## src/rtl/player_action_encoder_pkg.sv

```systemverilog
// rtl/player_action_encoder_pkg.sv - shared game definitions: action codes, 2-bit constants, cooldown types.
// Reused unchanged by every player block that consumes the action bus.
package player_action_encoder_pkg;

   localparam logic [5:0] ACT_NONE     = 6'b000000;
   localparam logic [5:0] ACT_GO_RIGHT = 6'b100000;
   localparam logic [5:0] ACT_GO_LEFT  = 6'b010000;
   localparam logic [5:0] ACT_WAIT     = 6'b001000;
   localparam logic [5:0] ACT_JUMP     = 6'b000100;
   localparam logic [5:0] ACT_KICK     = 6'b000010;
   localparam logic [5:0] ACT_PUNCH    = 6'b000001;

   // Location/health levels shared with the player blocks.
   localparam logic [1:0] ZERO  = 2'd0;
   localparam logic [1:0] ONE   = 2'd1;
   localparam logic [1:0] TWO   = 2'd2;
   localparam logic [1:0] THREE = 2'd3;

   // Buttons that create sticky edge events; wait is level-sampled instead.
   localparam logic [5:0] EDGE_MASK = 6'b110111;

   typedef enum logic {
      ST_READY    = 1'b0,
      ST_COOLDOWN = 1'b1
   } cooldown_state_t;

   function automatic int cd_width(input int n);
      return (n > 0) ? $clog2(n + 1) : 1;
   endfunction

endpackage

```

## src/rtl/button_debouncer.sv

```systemverilog
// rtl/button_debouncer.sv - 2-flop synchronizer plus stability counter for one raw button.
// The output flips after DEBOUNCE_CYCLES consecutive synchronized samples disagree with it.
module button_debouncer
   import player_action_encoder_pkg::*;
#(
   parameter int DEBOUNCE_CYCLES = 4
) (
   input  logic i_clk,
   input  logic i_rst,
   input  logic i_btn,
   output logic o_deb
);

   localparam int CW = $clog2(DEBOUNCE_CYCLES + 1);

   logic [1:0]    r_sync;
   logic [CW-1:0] r_cnt;
   logic          r_deb;

   always_ff @(posedge i_clk or posedge i_rst) begin
      if (i_rst) begin
         r_sync <= 2'b00;
         r_cnt  <= '0;
         r_deb  <= 1'b0;
      end else begin
         r_sync <= {r_sync[0], i_btn};
         if (r_sync[1] != r_deb) begin
            if (r_cnt == CW'(DEBOUNCE_CYCLES - 1)) begin
               r_deb <= r_sync[1];
               r_cnt <= '0;
            end else begin
               r_cnt <= r_cnt + 1'b1;
            end
         end else begin
            r_cnt <= '0;
         end
      end
   end

   assign o_deb = r_deb;

endmodule

```

## src/rtl/player_action_encoder.sv

```systemverilog
// rtl/player_action_encoder.sv - debounced buttons to one prioritized action per game tick.
// Attacks start a cooldown that blocks punch/kick for COOLDOWN_TICKS ticks.
module player_action_encoder
   import player_action_encoder_pkg::*;
#(
   parameter int DEBOUNCE_CYCLES = 4,
   parameter int COOLDOWN_TICKS  = 2
) (
   input  logic       i_clk,
   input  logic       i_rst,
   input  logic       i_tick,
   input  logic [5:0] i_btn,
   output logic [5:0] o_action,
   output logic       o_action_valid,
   output logic       o_attack_ready
);

   localparam int CW = cd_width(COOLDOWN_TICKS);
   localparam logic [CW-1:0] CD_LOAD = CW'(COOLDOWN_TICKS);

   logic [5:0]      w_deb;
   logic [5:0]      w_rise;
   logic [5:0]      w_sel;
   logic            w_blocked;
   logic            w_attack;
   logic [5:0]      r_deb_prev;
   logic [5:0]      r_pend;
   logic [CW-1:0]   r_count;
   cooldown_state_t r_state;

   for (genvar g = 0; g < 6; g++) begin : g_btn
      button_debouncer #(
         .DEBOUNCE_CYCLES(DEBOUNCE_CYCLES)
      ) u_deb (
         .i_clk(i_clk),
         .i_rst(i_rst),
         .i_btn(i_btn[g]),
         .o_deb(w_deb[g])
      );
   end

   assign w_rise = w_deb & ~r_deb_prev & EDGE_MASK;

   // Opposite directions cancel each other and fall through to wait.
   always_comb begin
      w_blocked = (r_state == ST_COOLDOWN);
      w_sel     = ACT_NONE;
      if (!w_blocked && r_pend[0])       w_sel = ACT_PUNCH;
      else if (!w_blocked && r_pend[1])  w_sel = ACT_KICK;
      else if (r_pend[2])                w_sel = ACT_JUMP;
      else if (r_pend[4] && !r_pend[5])  w_sel = ACT_GO_LEFT;
      else if (r_pend[5] && !r_pend[4])  w_sel = ACT_GO_RIGHT;
      else if (w_deb[3])                 w_sel = ACT_WAIT;
   end

   assign w_attack = w_sel[0] | w_sel[1];

   // Edges seen in a tick cycle survive the clear and wait for the next tick.
   always_ff @(posedge i_clk or posedge i_rst) begin
      if (i_rst) begin
         r_deb_prev     <= '0;
         r_pend         <= '0;
         r_count        <= '0;
         r_state        <= ST_READY;
         o_action       <= ACT_NONE;
         o_action_valid <= 1'b0;
      end else begin
         r_deb_prev     <= w_deb;
         o_action_valid <= i_tick;
         if (i_tick) begin
            o_action <= w_sel;
            r_pend   <= w_rise;
            if (w_attack) begin
               r_count <= CD_LOAD;
               r_state <= (COOLDOWN_TICKS == 0) ? ST_READY : ST_COOLDOWN;
            end else if (r_count != '0) begin
               r_count <= r_count - 1'b1;
               if (r_count == CW'(1)) r_state <= ST_READY;
            end
         end else begin
            r_pend <= r_pend | w_rise;
         end
      end
   end

   assign o_attack_ready = (r_count == '0);

endmodule

```

## config.mk

```make
export PLATFORM = sky130hd
export DESIGN_NAME = player_action_encoder
export DESIGN_NICKNAME = d
export VERILOG_FILES = /design/src/rtl/player_action_encoder_pkg.sv /design/src/rtl/button_debouncer.sv /design/src/rtl/player_action_encoder.sv
export SDC_FILE = /design/constraint.sdc
export NUM_CORES = 1
export LEC_CHECK = 0
export CAP_MARGIN = 30
export CORE_MARGIN = 10
export CORE_UTILIZATION = 45
export CTS_BUF_LIST = sky130_fd_sc_hd__clkbuf_16
export CTS_CLUSTER_DIAMETER = 100
export DETAILED_ROUTE_END_ITERATION = 6
export PLACE_DENSITY = 0.75
export SYNTH_ARGS = -nofsm -noshare
export SYNTH_HDL_FRONTEND = slang
export SYNTH_SLANG_ARGS = --single-unit
```

## constraint.sdc

```tcl
create_clock -name i_clk -period 2.95 [get_ports i_clk]
set_clock_uncertainty 0.1 [all_clocks]
set_input_delay 0.885 -clock i_clk [delete_from_list [all_inputs] [get_ports i_clk]]
set_output_delay 0.885 -clock i_clk [all_outputs]
set_load 0.01 [all_outputs]
```

## Word-level counts from Yosys, hierarchy flattened

Cells that the tools add are included.

| storage, ports and cells | value |
|---|---|
| memories kept | 0 |
| latch bits | 0 |
| memory bits (read-only) | 0 |
| output and inout bits | 8 |
| register bits | 58 |
| RAM bits | 0 |

| operators by class | value |
|---|---|
| divide/modulo/power cells | 0 |
| multiplexer cells | 24 |
| add/subtract/negate cells | 7 |
| reduce and logical (&&, ||, !) cells | 19 |
| $lt $le $gt $ge | 0 |
| shift operators | 0 |
| eq/ne operators | 13 |
| bitwise operators | 4 |
| multipliers | 0 |

Operators with widths:

| cell | number |
|---|---|
| $mux 3 | 12 |
| $mux 6 | 6 |
| $add 3x1->3 const B | 6 |
| $eq 3x2->1 const B | 6 |
| $reduce_and 2->1 | 7 |
| $and 6x6->6 | 1 |
| $ne 1x1->1 | 6 |
| $not 6->6 | 1 |
| $or 6x6->6 | 1 |
| $reduce_bool 2->1 | 3 |
| $logic_and 1x1->1 | 4 |
| $mux 2 | 2 |
| $mux 4 | 1 |
| $logic_not 1->1 | 3 |
| $mux 1 | 3 |
| $reduce_and 3->1 | 1 |
| $eq 2x1->1 const B | 1 |
| $logic_not 2->1 | 1 |
| $sub 2x1->2 const B | 1 |
| $or 1x1->1 | 1 |

## Logic depth before layout (Yosys ltp)

Gate-level depths: netlist of run 1.

| logic depth | value |
|---|---|
| depth after elaboration | 10 |
| mapped depth | 5 |

## Modules after synthesis

A second synthesis of run 1 with hierarchy kept.

| second synthesis, totals | value |
|---|---|
| cell total of the unflattened synthesis | 156 |
| area, all modules | 2145.8 µm² |

Modules (own cells, without submodules):

| module | times used | cells each | area each (µm²) | seq. area each (µm²) |
|---|---|---|---|---|
| button_debouncer | 6 | 14 | 224.0 | 150.1 |
| player_action_encoder | 1 | 72 | 802.0 | 500.5 |

## Least setup slack after synthesis of run 1

No wires, ideal clock.

| timing | value |
|---|---|
| path type | register -> output |
| start | register r_count[0] |
| end | output port o_attack_ready |
| data arrival time | 0.663 ns |
| cell stages (with the launch flop) | 3 |
| setup slack | 1.302 ns |
| path buffers | 0 |
| required time | 1.965 ns |
| path through | dfrtp_1 -> inv_1 -> ha_1 |

| on the way | value |
|---|---|
| word-level cells in the longest chain between the ends | 1 |

RTL lines:

| what | RTL line | source |
|---|---|---|
| start, declared | player_action_encoder.sv:28 | `logic [CW-1:0] r_count;` |
| start signal, assigned | player_action_encoder.sv:77 | `r_count <= r_count - 1'b1;` |
| $logic_not 2->1 | player_action_encoder.sv:86 | `assign o_attack_ready = (r_count == '0);` |
| end, declared | player_action_encoder.sv:15 | `output logic o_attack_ready` |

Every way passes these cells.

## Worst setup path after layout of run 1

Same ends and word-level chain as after synthesis.

==> impl_metrics.tcl, run 1 <==
set metrics [dict create \
    yosys_warnings 0 \
    syn2layout_area_growth_pct 18.53 \
    synth_top_family_by_area "simple AND/OR/NAND/NOR gates" \
    synth_top_area_share_pct 68.25 \
    syn_area_mm2 0.002053 \
    r2r-start "r_count[0]$_DFFE_PP0P_" \
    worstSetupEndpointType "output pin" \
    totalWireLength_mm 3.247 \
    cts_root_buffer "clkbuf_16" \
    htreeDepth 2 \
    die_area_mm2 0.007664 \
    rr_endpoint "r_state$_DFFE_PP0P_" \
    grt_max_degree 31 \
    syn-num-nets 169 \
    hold_violations 0 \
    drc_errors 0 \
    insertedDiodeCount 0 \
    status "finished, final reports clean" \
    ys_seq_area_share_pct 68.25 \
    synth_mux_area_share_pct 2.194 \
    crit_type "flip-flop to output pin" \
    ctsHoldBuffers 0 \
    path_clk_slew_ps 70 \
    crit_fanout 3 \
    rsz0062_at_grt "no" \
    via_per_inst 4.996 \
    slew_violations 0 \
    io_pins 17 \
    dpl-instance-area_mm2 0.002293 \
    firstDrtPassIters 4 \
    yosys.area_share.simple_pct 11.46 \
    setup_viol 0 \
    synth_compound_area_share_pct 6.155 \
    synth_cell_types 24 \
    start_util_pct 46.83 \
    ys_ff_latch 56 \
    wl_per_cell_um 14.24 \
    synthTopCellsByArea "dfrtp_1 (68%), ha_1 (4.9%), nor3b_1 (4.0%)" \
    layout_commonest_cell "dfrtp_1" \
    first_global_vias 1277 \
    cts_buffers 5 \
    io_buffers 16 \
    syn_inst 152 \
    drive_above_1_share_pct 9.659 \
    required_ps 1970 \
    rows 24 \
    antenna_found_initial 0 \
    layout_common_cells "dfrtp_1 (56), inv_1 (18), clkdlybuf4s50_1 (16)" \
    synthAdderAreaFrac_pct 4.875 \
    cts_setup_buffers 0 \
    gp_congestion 0.7909 \
    start_kind "flip-flop" \
    cts_resized 0 \
    period_needed_ps 2502 \
    pwr_density_cell_mw_per_mm2 940.1 \
    track_usage_pct 9.564 \
    tritoncts "built" \
    min_path_type "flip-flop to flip-flop" \
    layout.nets 192 \
    holdPathEnd "g_btn[0].u_deb.r_sync[1]$_DFF_PP0_" \
    r2r_slack_ps 1600 \
    clock_path_buffers 2 \
    via_count 1139 \
    drv_cap 0 \
    numClockSinks 56 \
    postRouteAntennaNets 0 \
    yosys.area.top_type "dfrtp_1" \
    dieHeight_um 87.55 \
    synth-xor-area-share_pct 2.986 \
    first_iter_violations 84 \
    clock_latency_ps 290 \
    grt-ovfl-total 0 \
    place_hpwl_mm 2.390 \
    syn_area_per_cell_um2 13.51 \
    hold_start "g_btn[0].u_deb.r_sync[0]$_DFF_PP0_" \
    worst_pin_slew_ps 592.3 \
    hold_depth 0 \
    relSlewSlack_pct 60.46 \
    die_w_um 87.55 \
    fin_crit_sh_pct 84.81 \
    r2r_cells 5 \
    p_leak_nw 1.128 \
    cp.arrival_ps 1520 \
    grt_pass1_wl_mm 5.754 \
    ir_drop_uv 460.5 \
    tns_ps 0 \
    fin_area_mm2 0.002434 \
    core_area_mm2 0.004384 \
    fmax_mhz 399.7 \
]
-- synth_stat cells --
cell type and count:
a21boi_2 1, ha_1 8, mux2_2 4, buf_4 1, nor2b_2 1, o22ai_1 8, buf_2 1, nand3_1 6
and2b_1 1, nor3_1 5, inv_1 18, o21ai_0 6, nand2b_1 2, o21bai_4 1, o21a_1 1, dfrtp_1 56
and3b_1 2, nand2_1 5, nand3b_1 1, nor2b_1 4, nor3b_1 11, inv_2 1, xnor2_1 7, a22o_1 1
-- sequential cells by signal, summed over array words and instances (netlist names) --
register,count
o_action,6
r_state,1
o_action_valid,1
r_count,2
r_deb_prev,5
g_btn.u_deb.r_cnt,18
r_pend,5
g_btn.u_deb.o_deb,6
g_btn.u_deb.r_sync,12
-- where the power goes --
part | internal, mW | switching [mW]
Sequential | 0.997 | 0.151
Combinational | 0.307 | 0.277
Clock | 0.309 | 0.247
Total | 1.61 | 0.675
-- worst max path at each step --
stage,cells after the start,to,startpoint,slack [ps]
global placement,4,r_count[0]$_DFFE_PP0P_,i_tick,730
global route,3,o_attack_ready,r_count[0]$_DFFE_PP0P_,330
detailed placement,4,r_count[0]$_DFFE_PP0P_,i_tick,690
finish,3,o_attack_ready,r_count[0]$_DFFE_PP0P_,450
CTS,3,o_attack_ready,r_count[0]$_DFFE_PP0P_,420
floorplan,1,g_btn[0].u_deb.o_deb$_DFFE_PP0P_,i_rst,590
-- cell families after synthesis --
family          after synthesis
mux                           4
compound gates               18
xor+xnor                      7
fa+ha+maj                     8
buf+inv                      21
flops                        56
simple gates                 38
-- cell type report --
type                    count  area (um2)
clock inverters             3       15.01
well taps                  52       65.06
flip-flops and latches     56        1401
repair buffers             18       187.7
clock buffers               5       125.1
inverters                  19       71.32
fillers                   336        1951
multi-input cells          75       568.0
-- layer usage --
layer,global-route usage (%),part of all wire (%),vias up
li1,-,-,554
met1,10.55,43,560
met2,15.61,50,19
met3,4.364,5.3,6
met4,4.058,1.7,0
met5,0,0,-
-- per-stage QoR --
step	cells	setup slack [ps]	util (%)	hold slack, ps	total power, mW
detailed placement	220	692.3	52.31	237.9	1.761
global route	228	334.1	55.51	261.3	2.457
floorplan	152	593.7	-	231.2	1.533
CTS	228	418.8	55.51	252.8	2.330
global placement	220	732.1	52.31	232.1	1.689
finish	228	448.0	55.51	253.6	2.288
-- critical path, stage by stage, from the launching register on --
cell and delay, ps:
dfrtp_1 380, inv_1 90, ha_1 200, clkdlybuf4s50_1 550
Power figures use the tool's default switching activity.
==> run 2, diff against run 1 <==
--- a/config.mk
+++ b/config.mk
@@ -11,7 +11,7 @@
 export CTS_BUF_LIST = sky130_fd_sc_hd__clkbuf_16
 export CTS_CLUSTER_DIAMETER = 100
 export DETAILED_ROUTE_END_ITERATION = 6
-export PLACE_DENSITY = 0.75
+export PLACE_DENSITY = 0.78
 export SYNTH_ARGS = -nofsm -noshare
 export SYNTH_HDL_FRONTEND = slang
 export SYNTH_SLANG_ARGS = --single-unit
==> constraint.sdc (replaced) <==
create_clock -name i_clk -period 2.2 [get_ports i_clk]
set_clock_uncertainty 0.1 [all_clocks]
set_input_delay 0.66 -clock i_clk [delete_from_list [all_inputs] [get_ports i_clk]]
set_output_delay 0.66 -clock i_clk [all_outputs]
set_load 0.01 [all_outputs]
==> run 2 against run 1 <==
  * Die area stayed put
  * Sequential share of layout area is 0.53 points lower
  * Flip-flop and latch count stayed put
  * Core utilization is 0.51 points higher
  * Largest power group unchanged
  * Sequential power is 34% higher
  * First-iteration DRC count is 24% lower
  * Routed wire length is 4.5% lower
  * Critical endpoint is now o_action[5]
  * Final area is 0.93% higher
==> impl_metrics.tcl, run 2 (synthesis gave the netlist of run 1 again) <==
set metrics [dict create \
    core_area_mm2 0.004384 \
    largest_registers "g_btn.u_deb.r_cnt: 18 flops, g_btn.u_deb.r_sync: 12 flops" \
    fin_ws_ps 204.1 \
    grt_pass1_wl_mm 5.423 \
    tritoncts "built" \
    first_iter_violations 64 \
    p_clk_share_pct 27.0 \
    clock_path_buffers 2 \
    antenna_found_initial 0 \
    grt-ovfl-total 0 \
    required_ps 1440 \
    ir_drop_uv 585.0 \
    insertedDiodeCount 0 \
    n_fill_cell 349 \
    worstPathBufferInverterCount 1 \
    largest_reg_flops 18 \
    cts_setup_buffers 0 \
    syn2layout_area_growth_pct 19.62 \
    grt_max_degree 57 \
    combPwrFrac_pct 24.5 \
    start_util_pct 46.83 \
    numClockSinks 56 \
    layout_common_cells "dfrtp_1 (56), inv_1 (18), clkdlybuf4s50_1 (15)" \
    drive_above_1_share_pct 10.23 \
    place_hpwl_mm 2.210 \
    rsz0062_at_grt "no" \
    cp.arrival_ps 1240 \
    path_clk_slew_ps 70 \
    intPower_mw 2.275 \
    min_path_type "flip-flop to flip-flop" \
    pwr_density_cell_mw_per_mm2 1293 \
    dieHeight_um 87.55 \
    track_usage_pct 8.909 \
    p_leak_nw 1.148 \
    p_sw_mw 0.9002 \
    cpMaxStageDelayCell "clkdlybuf4s50_1" \
    largest_register "g_btn.u_deb.r_cnt" \
    io_buffers 16 \
    layout_commonest_cell "dfrtp_1" \
    first_global_vias 1254 \
    fmax_mhz 501.0 \
    max_stage_delay_ps 560 \
    cp_top_family "buffers and inverters" \
    io_pins 17 \
    path_cells "clkdlybuf4s50_1" \
    rows 24 \
    cts_root_buffer "clkbuf_16" \
    gp_congestion 0.7162 \
    switching_share_pct 28.35 \
    power_mw 3.176 \
    period_needed_ps 1996 \
    fin_cells 228 \
    drc_errors 0 \
    die_w_um 87.55 \
    status "finished, final reports clean" \
    postRouteAntennaNets 0 \
    dp_cells 220 \
    totalWireLength_mm 3.101 \
    drv_cap 0 \
    tns_ps 0 \
    die_area_mm2 0.007664 \
    fin_crit_sh_pct 90.72 \
    cts_buffers 5 \
    setup_viol 0 \
    hold_violations 0 \
    clock_latency_ps 290 \
    worst_pin_slew_ps 317.6 \
    p_seq_share_pct 48.6 \
    start_kind "flip-flop" \
    dp_slack_ps 211.1 \
    layout.nets 192 \
    wl_per_cell_um 13.60 \
    firstDrtPassIters 4 \
    via_per_inst 5.039 \
    slew_violations 0 \
    crit_fanout 2 \
    via_count 1149 \
    worstSetupEndpointType "output pin" \
    relSlewSlack_pct 78.76 \
    crit_type "flip-flop to output pin" \
    htreeDepth 2 \
    hold_slack_ps 247.4 \
]
-- run 2: final timing paths --
check	startpoint	endpoint	slack [ps]	depth (start not counted)
hold reg to reg	g_btn[3].u_deb.r_sync[0]$_DFF_PP0_	g_btn[3].u_deb.r_sync[1]$_DFF_PP0_	250	0
hold / removal	g_btn[3].u_deb.r_sync[0]$_DFF_PP0_	g_btn[3].u_deb.r_sync[1]$_DFF_PP0_	250	0
setup reg to reg	r_count[0]$_DFFE_PP0P_	r_state$_DFFE_PP0P_	860	5
max in group asynchronous	i_rst	o_action[2]$_DFFE_PP0P_	1130	3
min in group asynchronous	i_rst	g_btn[1].u_deb.r_sync[1]$_DFF_PP0_	630	3
setup / recovery	o_action[5]$_DFFE_PP0P_	o_action[5]	200	1
-- run 2: layout make-up --
| class | count | area, um2 | area share (%) |
|---|---|---|---|
| sequential | 56 | 1401 | 57.06 |
| tap | 52 | 65.06 | 2.649 |
| clock buffer | 5 | 125.1 | 5.094 |
| inverter | 19 | 71.32 | 2.904 |
| clock inverter | 3 | 38.79 | 1.579 |
| multi-input combinational | 75 | 568.0 | 23.13 |
| timing repair buffer | 18 | 186.4 | 7.590 |
-- run 2: power groups by stage --
stage / combinational, mW / sequential (mW) / clock (mW)
after floorplan: 0.529 / 1.53 / 0
after global placement: 0.725 / 1.54 / 0
after detailed placement: 0.793 / 1.56 / 0
after CTS: 0.799 / 1.55 / 0.880
after global routing: 0.887 / 1.58 / 0.933
final: 0.777 / 1.54 / 0.857
-- run 2: metrics by stage --
step           area (um2)  utilization [%]
6_report             2456            56.02
5_1_grt              2456            56.02
4_1_cts              2456            56.02
3_5_place_dp         2293            52.31
3_3_place_gp         2293            52.31
2_1_floorplan        2053                -
-- run 2: layer usage --
layer / vias up / track usage (%) / share of wire [%] / routed length (um)
met5: - / 0 / 0 / 0
li1: 548 / - / - / -
met2: 16 / 15.21 / 51 / 1578
met3: 7 / 3.435 / 4.6 / 143
met4: 0 / 4.493 / 2.1 / 65
met1: 578 / 9.355 / 42 / 1313
-- run 2: timing repair --
item                                    in CTS  in global routing
endpoints found under the hold margin        0                  0
hold buffers                                 0                  0
gates resized for setup                      1                  0
endpoints found under the setup margin       1                  0
